`src/rtl/uart_tx_fifo.sv`:
```
`default_nettype none
// ============================================================================
// Module      : uart_tx_fifo
// Description : UART transmitter with input FIFO, runtime prescaler, optional
//               parity and one/two stop bits; frames sent back-to-back.
// Revision    : 1.0 - initial release
// ============================================================================
module uart_tx_fifo #(
    parameter int DATA_WIDTH  = 8,
    parameter int FIFO_DEPTH  = 4,
    parameter int PRESC_WIDTH = 8
) (
    input  logic                            CLK,
    input  logic                            RST,
    input  logic [DATA_WIDTH-1:0]           P_DATA,
    input  logic                            data_valid,
    output logic                            data_ready,
    input  logic                            party_en,
    input  logic                            party_typ,
    input  logic                            stop2,
    input  logic [PRESC_WIDTH-1:0]          prescale,
    output logic                            Tx_OUT,
    output logic                            busy,
    output logic [$clog2(FIFO_DEPTH+1)-1:0] fifo_count
);

    localparam int c_ADDR_W = $clog2(FIFO_DEPTH);
    localparam int c_CNT_W  = $clog2(FIFO_DEPTH + 1);
    localparam int c_IDX_W  = $clog2(DATA_WIDTH);

    localparam logic [c_CNT_W-1:0] c_FULL     = c_CNT_W'(FIFO_DEPTH);
    localparam logic [c_IDX_W-1:0] c_LAST_IDX = c_IDX_W'(DATA_WIDTH - 1);

    localparam logic [2:0] c_IDLE   = 3'd0;
    localparam logic [2:0] c_START  = 3'd1;
    localparam logic [2:0] c_DATA   = 3'd2;
    localparam logic [2:0] c_PARITY = 3'd3;
    localparam logic [2:0] c_STOP   = 3'd4;

    logic [DATA_WIDTH-1:0]  r_mem [FIFO_DEPTH];
    logic [c_ADDR_W-1:0]    r_wr_ptr, r_rd_ptr;
    logic [c_CNT_W-1:0]     r_count;
    logic [2:0]             r_state, w_state_next;
    logic [DATA_WIDTH-1:0]  r_shift, w_shift_next;
    logic                   r_par, r_par_en, r_par_typ, r_stop2;
    logic [PRESC_WIDTH-1:0] r_presc, r_cnt;
    logic [c_IDX_W-1:0]     r_idx;
    logic                   r_tx, r_busy, w_tx_next;
    logic                   w_push, w_pop, w_fifo_empty, w_bit_end, w_last_stop;

    assign data_ready   = (r_count != c_FULL);
    assign w_push       = data_valid && data_ready;
    assign w_fifo_empty = (r_count == '0);
    assign w_bit_end    = (r_cnt == r_presc - PRESC_WIDTH'(1));
    assign w_last_stop  = (r_state == c_STOP) && w_bit_end &&
                          (r_idx == {{(c_IDX_W-1){1'b0}}, r_stop2});
    // Pop from IDLE or straight out of the final stop bit, so no idle gap appears.
    assign w_pop        = !w_fifo_empty && ((r_state == c_IDLE) || w_last_stop);

    assign Tx_OUT     = r_tx;
    assign busy       = r_busy;
    assign fifo_count = r_count;

    always_ff @(posedge CLK) begin
        if (w_push) begin
            r_mem[r_wr_ptr] <= P_DATA;
        end
    end

    always_ff @(posedge CLK or posedge RST) begin
        if (RST) begin
            r_wr_ptr <= '0;
            r_rd_ptr <= '0;
            r_count  <= '0;
        end else begin
            if (w_push) r_wr_ptr <= r_wr_ptr + c_ADDR_W'(1);
            if (w_pop)  r_rd_ptr <= r_rd_ptr + c_ADDR_W'(1);
            case ({w_push, w_pop})
                2'b10:   r_count <= r_count + c_CNT_W'(1);
                2'b01:   r_count <= r_count - c_CNT_W'(1);
                default: r_count <= r_count;
            endcase
        end
    end

    always_ff @(posedge CLK or posedge RST) begin
        if (RST) begin
            r_state <= c_IDLE;
            r_tx    <= 1'b1;
            r_busy  <= 1'b0;
        end else begin
            r_state <= w_state_next;
            r_tx    <= w_tx_next;
            r_busy  <= (w_state_next != c_IDLE);
        end
    end

    always_comb begin
        w_state_next = r_state;
        case (r_state)
            c_IDLE:   if (!w_fifo_empty) w_state_next = c_START;
            c_START:  if (w_bit_end) w_state_next = c_DATA;
            c_DATA:   if (w_bit_end && (r_idx == c_LAST_IDX))
                          w_state_next = r_par_en ? c_PARITY : c_STOP;
            c_PARITY: if (w_bit_end) w_state_next = c_STOP;
            c_STOP:   if (w_last_stop)
                          w_state_next = w_fifo_empty ? c_IDLE : c_START;
            default:  w_state_next = c_IDLE;
        endcase
    end

    // Line level is computed for the upcoming state so Tx_OUT can be a flop.
    always_comb begin
        w_shift_next = r_shift;
        if ((r_state == c_DATA) && w_bit_end) begin
            w_shift_next = r_shift >> 1;
        end
        case (w_state_next)
            c_START:  w_tx_next = 1'b0;
            c_DATA:   w_tx_next = w_shift_next[0];
            c_PARITY: w_tx_next = r_par ^ r_par_typ;
            default:  w_tx_next = 1'b1;
        endcase
    end

    always_ff @(posedge CLK or posedge RST) begin
        if (RST) begin
            r_shift   <= '0;
            r_par     <= 1'b0;
            r_par_en  <= 1'b0;
            r_par_typ <= 1'b0;
            r_stop2   <= 1'b0;
            r_presc   <= '0;
            r_cnt     <= '0;
            r_idx     <= '0;
        end else begin
            r_shift <= w_pop ? r_mem[r_rd_ptr] : w_shift_next;
            if (w_pop) begin
                r_par     <= ^r_mem[r_rd_ptr];
                r_par_en  <= party_en;
                r_par_typ <= party_typ;
                r_stop2   <= stop2;
                r_presc   <= (prescale == '0) ? PRESC_WIDTH'(1) : prescale;
            end
            r_cnt <= ((r_state == c_IDLE) || w_bit_end) ? '0 : r_cnt + PRESC_WIDTH'(1);
            if (w_state_next != r_state) begin
                r_idx <= '0;
            end else if (w_bit_end && (r_state != c_IDLE)) begin
                r_idx <= r_idx + c_IDX_W'(1);
            end
        end
    end

endmodule
`default_nettype wire

```
`config.mk`:
```
export PLATFORM = sky130hd
export DESIGN_NAME = uart_tx_fifo
export DESIGN_NICKNAME = d
export VERILOG_FILES = /design/src/rtl/uart_tx_fifo.sv
export SDC_FILE = /design/constraint.sdc
export NUM_CORES = 1
export LEC_CHECK = 0
export ABC_AREA = 1
export CORE_MARGIN = 1
export CORE_UTILIZATION = 55
export CTS_BUF_LIST = sky130_fd_sc_hd__clkbuf_16
export CTS_CLUSTER_DIAMETER = 120
export DETAILED_ROUTE_END_ITERATION = 8
export DONT_BUFFER_PORTS = 1
export PLACE_DENSITY = 0.78
export SYNTH_ARGS = -nofsm -noshare
export SYNTH_HDL_FRONTEND = slang
export SYNTH_SLANG_ARGS = --single-unit
```
`constraint.sdc`:
```
create_clock -name CLK -period 3.4 [get_ports CLK]
set_input_delay 0.68 -clock CLK [delete_from_list [all_inputs] [get_ports CLK]]
set_output_delay 0.68 -clock CLK [all_outputs]
set_load 0.01 [all_outputs]
```
==> results of run 1 <==
-- worst register-to-register path: cells and delay by family (launching register included) --
| kind | cells | cell delay, ps |
|---|---|---|
| flops | 1 | 390 |
| buf+inv | 3 | 210 |
| fa+ha+maj | 3 | 870 |
| compound gates | 2 | 340 |
| simple gates | 8 | 910 |
| xor+xnor | 1 | 170 |
-- metal layers --
| metal | track usage | vias up | wire, um |
|---|---|---|---|
| met1 | 0.2922 | 1254 | 3183 |
| met4 | 0.07210 | 0 | 63 |
| li1 | - | 1324 | - |
| met2 | 0.3517 | 74 | 3468 |
| met3 | 0.03933 | 7 | 376 |
| met5 | 0 | - | 0 |
-- cells by family (layout without fill, tap and decap cells) --
logic type | Yosys count | after routing | share of synthesized area
xor gates and xnor gates | 19 | 19 | 0.04471
adders and majority gates | 10 | 10 | 0.03563
DFF | 75 | 75 | 0.5476
and+or+nand+nor | 193 | 193 | 0.2346
buffers and inverters | 53 | 64 | 0.06118
muxes | 2 | 2 | 0.005378
AOI/OAI and AO/OA | 47 | 47 | 0.07093
-- registers in the layout, indices dropped and copies added, names as in the netlist --
signal      cells
Tx_OUT          1
busy            1
fifo_count      3
r_cnt           8
r_idx           3
r_mem          32
r_par           1
r_par_en        1
r_par_typ       1
r_presc         8
r_rd_ptr        2
r_shift         8
r_state         3
r_stop2         1
r_wr_ptr        2
-- layout make-up --
type                    instances  area (sq um)  share of cell area
inverters                      46         172.7             0.04218
flip-flops and latches         75          2038              0.4979
clock buffers                   9         225.2             0.05501
repair buffers                  2         15.01            0.003667
clock inverters                 7         90.09             0.02200
multi-input cells             271          1456              0.3557
well taps                      77         96.34             0.02353
-- worst max path at each step --
stage / end / from
after floorplan: fifo_count[2] / r_presc[0]
after global placement: fifo_count[2] / r_presc[0]
after detailed placement: fifo_count[2] / r_presc[0]
after CTS: fifo_count[2] / r_presc[0]
after global routing: fifo_count[2] / r_presc[0]
final: fifo_count[2] / r_presc[0]
-- through the flow --
stage / utilization / instances
final: 0.6339 / 487
after global routing: 0.6339 / 487
after CTS: 0.6339 / 487
after detailed placement: 0.5850 / 471
after global placement: 0.5850 / 471
after floorplan: - / 399
-- cells in the mapped netlist (3+ instances only) --
master / n / share of area
dfrtp_1: 42 / 0.28
nor3_1: 5 / 0.0067
edfxtp_1: 32 / 0.26
ha_1: 9 / 0.030
nand3_2: 4 / 0.011
nand2_2: 9 / 0.015
nand4_1: 3 / 0.0050
nand2_1: 85 / 0.086
o22ai_1: 6 / 0.010
xor2_1: 14 / 0.033
nor3b_1: 3 / 0.0060
inv_2: 7 / 0.0071
o21ai_1: 6 / 0.0081
nand3_1: 22 / 0.030
o21ai_0: 24 / 0.032
a21oi_1: 4 / 0.0054
nor2_1: 51 / 0.051
xnor2_1: 5 / 0.012
inv_1: 39 / 0.039
buf_6: 3 / 0.0091
-- power breakdown --
part	internal (mW)	switching [mW]	total (mW)
Sequential	1.25	0.251	1.50
Clock	0.589	0.402	0.991
Combinational	0.574	1.00	1.58
Total	2.41	1.66	4.07
==> out/results.txt, run 1 <==
Number of buffers inserted by port buffering: 0. The tools report the register-to-register setup slack as 390 ps. The chip height was 84.27 um.

The tools report the count of routing violations after the opening detailed-route iteration as 216. The initial core utilization was 0.5763. The worst register-to-register path begins at r_presc[0].

The run gives 3600 ps as the required time of the worst setup path. The maximum net fanout on the critical path was 7; the total power draw was 4.070 mW. The routed layout has 2659 vias. In the synthesized netlist the dominant register cell turns out to be dfrtp_1. Traced cell by cell, the critical path runs through inv_2, ha_1, nand2_1, inv_1, nor2_1, nand3_1, nor2_1, nand3_2, nor2_4, nand3_2, nand2_1, ha_1, inv_1, fa_1, a21oi_1, o21ai_0, xor2_1. After clock tree synthesis, the setup repair step added 0 buffers. The logs give 394.5 ps for the final critical-path setup slack and 0 for the number of buffers added to fix hold violations after cts. For the post-synthesis instance total, the log shows 399. The run gives 2 as the total DRC errors in the routed layout. The average instance in the mapped netlist occupies 9.329 sq um. In this run the cell area measured after placement is 3779 sq um. The number of cells on the critical path was 17; the via count of the first global-routing pass was 2541. For the number of pins with negative max-slew slack in the final report, the log shows 0. Counting flops with a built-in enable in the synthesized netlist gives 32. The floorplan has 29 rows. The library cells used most frequently in the layout, excluding fill and tap cells, are nand2_1, nor2_1, dfrtp_1. The smallest clock period supported by the final layout is computed as 3006 ps. Final clock skew: 5.194 ps. Among cell families on the critical path, the largest total delay comes from simple AND/OR/NAND/NOR gates. The H-tree generated during clock tree synthesis spans 3 levels. The final routed wirelength across all metal layers was 7092 um; the sum of negative setup slack was 0 ps.

Counting both buffers and inverters, the worst setup path holds a total of 3. The tools report the portion of the post-synthesis area used by sequential elements as 0.5476. The static leakage was 1.852 nW. The share of layout cells above drive strength 1 was 0.1122. The number of max-capacitance violations reported was 0; the depth of the worst register-to-register path was 17. The placer congestion estimate was 0.8572; the clock latency on the worst-skew pair was 330 ps. The critical path's slowest cell is fa_1. TritonCTS built the clock tree. The placeable core region was 6459 sq um; the area added between synthesis and finish was 9.983%. The floorplan step defined a die boundary enclosing 7101 sq um. The final reports fail on DRC. For this run, the slowest stage of the critical path takes 400 ps. Clock-pin slew was measured on the worst setup and hold paths at 60 ps. The share of flip-flops with an asynchronous set or reset after synthesis was 0.5733; the achievable frequency was 332.7 MHz. The worst relative slew slack is 0.4425, and the number of placed I/O pins is 28. The tools report the distinct cell type count after synthesis as 41. The total half-perimeter wirelength after legalization and detailed placement was 4956 um.

Entering global routing, the biggest net connects 44 pins. The run gives 0 as the number of failing hold endpoints at the final stage. The endpoint class of the critical path was a register. Power density of the placed cells: 994.1 nW/um^2. By startpoint and endpoint, the worst setup path is classified as reg -> reg. For the all-layer global routing usage, the log shows 0.2150. The number of nets handed over by synthesis was 431.

Across the VDD grid, the largest voltage drop is 599.7 uV. Setup repair after global routing left no endpoint under its margin. In this run the remaining antenna-violating nets after routing total 0.

The number of search-and-repair iterations in the first detailed-routing pass was 6. The run gives 0 as the quantity of gates resized following cts. The tightest hold path in the finished design has a slack of 363.4 ps. The signal arrival time at the worst endpoint was 3200 ps; the number of fillers in the final layout was 528. The worst setup path is launched from a register.

Yosys printed 0 warnings. The endpoint identified for the worst register-to-register timing path is fifo_count[2]. The pre-CTS worst setup slack is 562.9 ps, and the total CTS buffers is 9. In this run, synthesis produced a sequential element count of 75. The average wire length per cell after detail routing is 14.56 um, and the maximum buffer depth of the clock tree is 2.

The horizontal extent of the die was 84.27 um; the count of antenna diodes in the layout was 0. Setup violations remaining at the end of the flow were counted as 0. Most common cell after layout, fill and taps aside: nand2_1. The number of antenna violations at the first check in global routing is 0.

The CTS sink count was 75. The run finished, with violations left. The actual slew at the worst max-slew pin was 833.1 ps; the net count of the finished layout was 437. The first global-routing pass estimated 11870 um of wire.

The final clock period utilization by the worst path works out to 0.8840. The design area was 4094 sq um. The classification of the worst-slack hold path was in -> async. Global routing finished with a remaining overflow of 0.

The tree is rooted in a clkbuf_16. For the cell area after synthesis, the log shows 3722 sq um. The via density per instance came out at 5.460.
Power figures use the tool's default switching activity.
==> inputs of run 2 (changes only) <==
--- a/config.mk
+++ b/config.mk
@@ -6,6 +6,7 @@
 export NUM_CORES = 1
 export LEC_CHECK = 0
 export ABC_AREA = 1
+export ABC_CLOCK_PERIOD_IN_PS = 3400
 export CORE_MARGIN = 1
 export CORE_UTILIZATION = 55
 export CTS_BUF_LIST = sky130_fd_sc_hd__clkbuf_16
@@ -13,6 +14,7 @@
 export DETAILED_ROUTE_END_ITERATION = 8
 export DONT_BUFFER_PORTS = 1
 export PLACE_DENSITY = 0.78
+export SLEW_MARGIN = 15
 export SYNTH_ARGS = -nofsm -noshare
 export SYNTH_HDL_FRONTEND = slang
 export SYNTH_SLANG_ARGS = --single-unit
==> results of run 2 <==
Same layout as run 1: the final DEF is identical, and so are final timing and power.
==> inputs of run 3 (changes only) <==
--- a/config.mk
+++ b/config.mk
@@ -13,6 +13,7 @@
 export CTS_CLUSTER_DIAMETER = 120
 export DETAILED_ROUTE_END_ITERATION = 8
 export DONT_BUFFER_PORTS = 1
+export MAX_ROUTING_LAYER = met4
 export PLACE_DENSITY = 0.78
 export SLEW_MARGIN = 15
 export SYNTH_ARGS = -nofsm -noshare
==> out/results.txt, run 3 (synthesized netlist as in run 1, its figures left out) <==
The horizontal extent of the die was 84.27 um (unchanged). The final clock skew is 5.873 ps (+0.6789 ps). The number of placed I/O pins came out at 28 (unchanged).

Setup repair after global routing left no endpoint under its margin. The number of standard cells in the final layout excluding fillers was 487 (unchanged). The CTS sink count was 75 (unchanged); the wire length of the first global-routing pass was 11870 um (unchanged).

The count of routing violations after the opening detailed-route iteration came out at 184 (-15%). The placer congestion estimate was 0.8709 (+1.6%). Leaving out fill and tap cells, the most frequent cell in the layout is nand2_1. The run gives 0 (unchanged) as the quantity of gates resized following cts.

The share of layout cells above drive strength 1 was 0.1122 (unchanged); the maximum buffer depth of the clock tree was 2 (unchanged). The all-layer global routing usage is 0.2222 (+0.007255). Area added between synthesis and finish: 9.983% (unchanged). The number of antenna violations at the first check in global routing was 0 (unchanged).

The via density per instance is 5.493 (+0.60%), and the post-CTS repair timing setup buffer count is 0 (unchanged). The run gives 0.5763 (unchanged) as the initial core utilization. The class of the most critical setup path is reg -> reg.

The tools report the achievable frequency as 333.3 MHz (+0.17%). The final clock period utilization by the worst path was 0.8825 (-0.001479); the number of setup violations in the final report was 0 (unchanged). Sequential cell area: 2038 sq um (unchanged).

Peak ir drop on the vdd network: 599.7 uV (about the same). The run gives 528 (unchanged) as the number of fillers in the final layout. Leaving out fill and tap cells, the most frequent cells in the layout are nand2_1, nor2_1, dfrtp_1. The maximum level of the CTS H-tree was 3 (unchanged). The final reports fail on DRC. The logs give 437 (unchanged) for the net count of the finished layout and 7101 sq um (unchanged) for the full die area.

The logs give 4.087 mW (+0.42%) for the total power draw and 44 (unchanged) for the largest net degree at the start of global routing. The count of nets left with antenna violations after detail routing is 0 (unchanged), and the number of flip-flops in the largest register is 32 (unchanged). The total DRC errors in the routed layout is 2 (unchanged), and the total CTS buffers is 9 (unchanged). The tools report the total half-perimeter wirelength after legalization and detailed placement as 4956 um (unchanged). The run finished, with violations left. The number of buffers inserted by port buffering is 0 (unchanged). The number of max-capacitance violations reported came out at 0 (unchanged). The critical path startpoint category is a register. For the met1 track demand over resource, the log shows 0.2942 (+0.001979). The signal arrival time at the worst endpoint was 3200 ps (about the same); the vias after detailed routing was 2675 (+0.60%). The maximum net fanout on the critical path is 7 (unchanged). The actual slew at the worst max-slew pin came out at 830.2 ps (-2.902 ps). The largest register by flop count is r_mem.

The number of placement rows is 29 (unchanged), and the power density of the placed cells is 998.3 nW/um^2 (+0.42%). The tools report the total grt overflow as 0 (unchanged). The final critical-path setup slack was 399.5 ps (+5.030 ps). Count of placed standard cells including taps: 471 (unchanged). The required time of the worst setup path was 3600 ps (about the same).

STA classifies the critical path endpoint as a register. The via count of the first global-routing pass was 2534 (-0.28%). The layer carrying the most global-route usage is met2.

In this run the clock root is driven by a clkbuf_16. The met3 usage was 0.03933 (unchanged). TritonCTS built the clock tree. Chip height: 84.27 um (unchanged).

The static leakage is 1.852 nW (unchanged), and the area occupied by multi-input gates is 1456 sq um (unchanged). The clock-pin transition on the worst setup and hold timing paths was 60 ps (about the same). The run gives 0.4445 (+0.001942) as the worst relative slew slack. The min-delay analysis places its worst path in the category in -> async. The placeable core region came out at 6459 sq um (unchanged).

Clock latency on the worst-skew pair: 330 ps (about the same). The run gives 0 (unchanged) as the number of buffers added to fix hold violations after cts. The average wire length per cell after detail routing was 14.68 um (+0.79%); the count of antenna diodes in the layout was 0 (unchanged). The final routed wirelength across all metal layers came out at 7148 um (+0.79%). The clock period minus final worst setup slack is 3000 ps (-5.030 ps), and the number of search-and-repair iterations in the first detailed-routing pass is 7 (+1). The pre-CTS worst setup slack came out at 562.9 ps (unchanged). For the sum of negative setup slack, the log shows 0 ps (unchanged).

For the number of failing hold endpoints at the final stage, the log shows 0 (unchanged). The logs give 0 (unchanged) for the number of pins with negative max-slew slack in the final report and 0.3510 (-0.0007452) for the global-route track usage on met2. The final hold slack came out at 363.1 ps (-0.2340 ps).
[run 3: layout make-up]
class	count	share of cell area
Tap cell	77	0.02353
Sequential cell	75	0.4979
Clock inverter	7	0.02200
Multi-Input combinational cell	271	0.3557
Inverter	46	0.04218
Clock buffer	9	0.05501
Timing Repair Buffer	2	0.003667
[run 3: final timing paths]
| check | startpoint | cells past startpoint | slack (ps) | to |
|---|---|---|---|---|
| worst max-delay path | r_presc[0] | 17 | 400 | fifo_count[2] |
| worst min-delay path | RST | 2 | 360 | r_presc[3] |
| worst max register to register | r_presc[0] | 17 | 400 | fifo_count[2] |
| worst min register to register | r_shift[2] | 2 | 480 | r_shift[2] |
| max in group asynchronous | RST | 2 | 2660 | Tx_OUT |
| min in group CLK | P_DATA[2] | 0 | 440 | r_mem[1][2] |
[run 3: power by group]
part / internal (mW) / total (mW) / switching (mW)
sequential: 1.25 / 1.50 / 0.252
combinational: 0.573 / 1.59 / 1.02
clock: 0.589 / 0.991 / 0.403
[run 3: per-layer routing]
layer | up-vias | routed length, um
met4 | 0 | 61
met2 | 81 | 3465
met5 | - | 0
met1 | 1263 | 3237
met3 | 7 | 383
li1 | 1324 | -
[run 3: per-stage QoR]
stage,cell area [sq um],utilization
global route,4094,0.6339
CTS,4094,0.6339
floorplan,3722,-
detailed placement,3779,0.5850
finish,4094,0.6339
global placement,3779,0.5850
[run 3: worst max-delay path: stages (launching register included)]
cell	delay [ps]
dfrtp_1	390
inv_2	90
ha_1	310
nand2_1	70
inv_1	40
nor2_1	120
nand3_1	100
nor2_1	110
nand3_2	90
nor2_4	170
nand3_2	100
nand2_1	140
ha_1	160
inv_1	70
fa_1	400
a21oi_1	190
o21ai_0	150
xor2_1	170
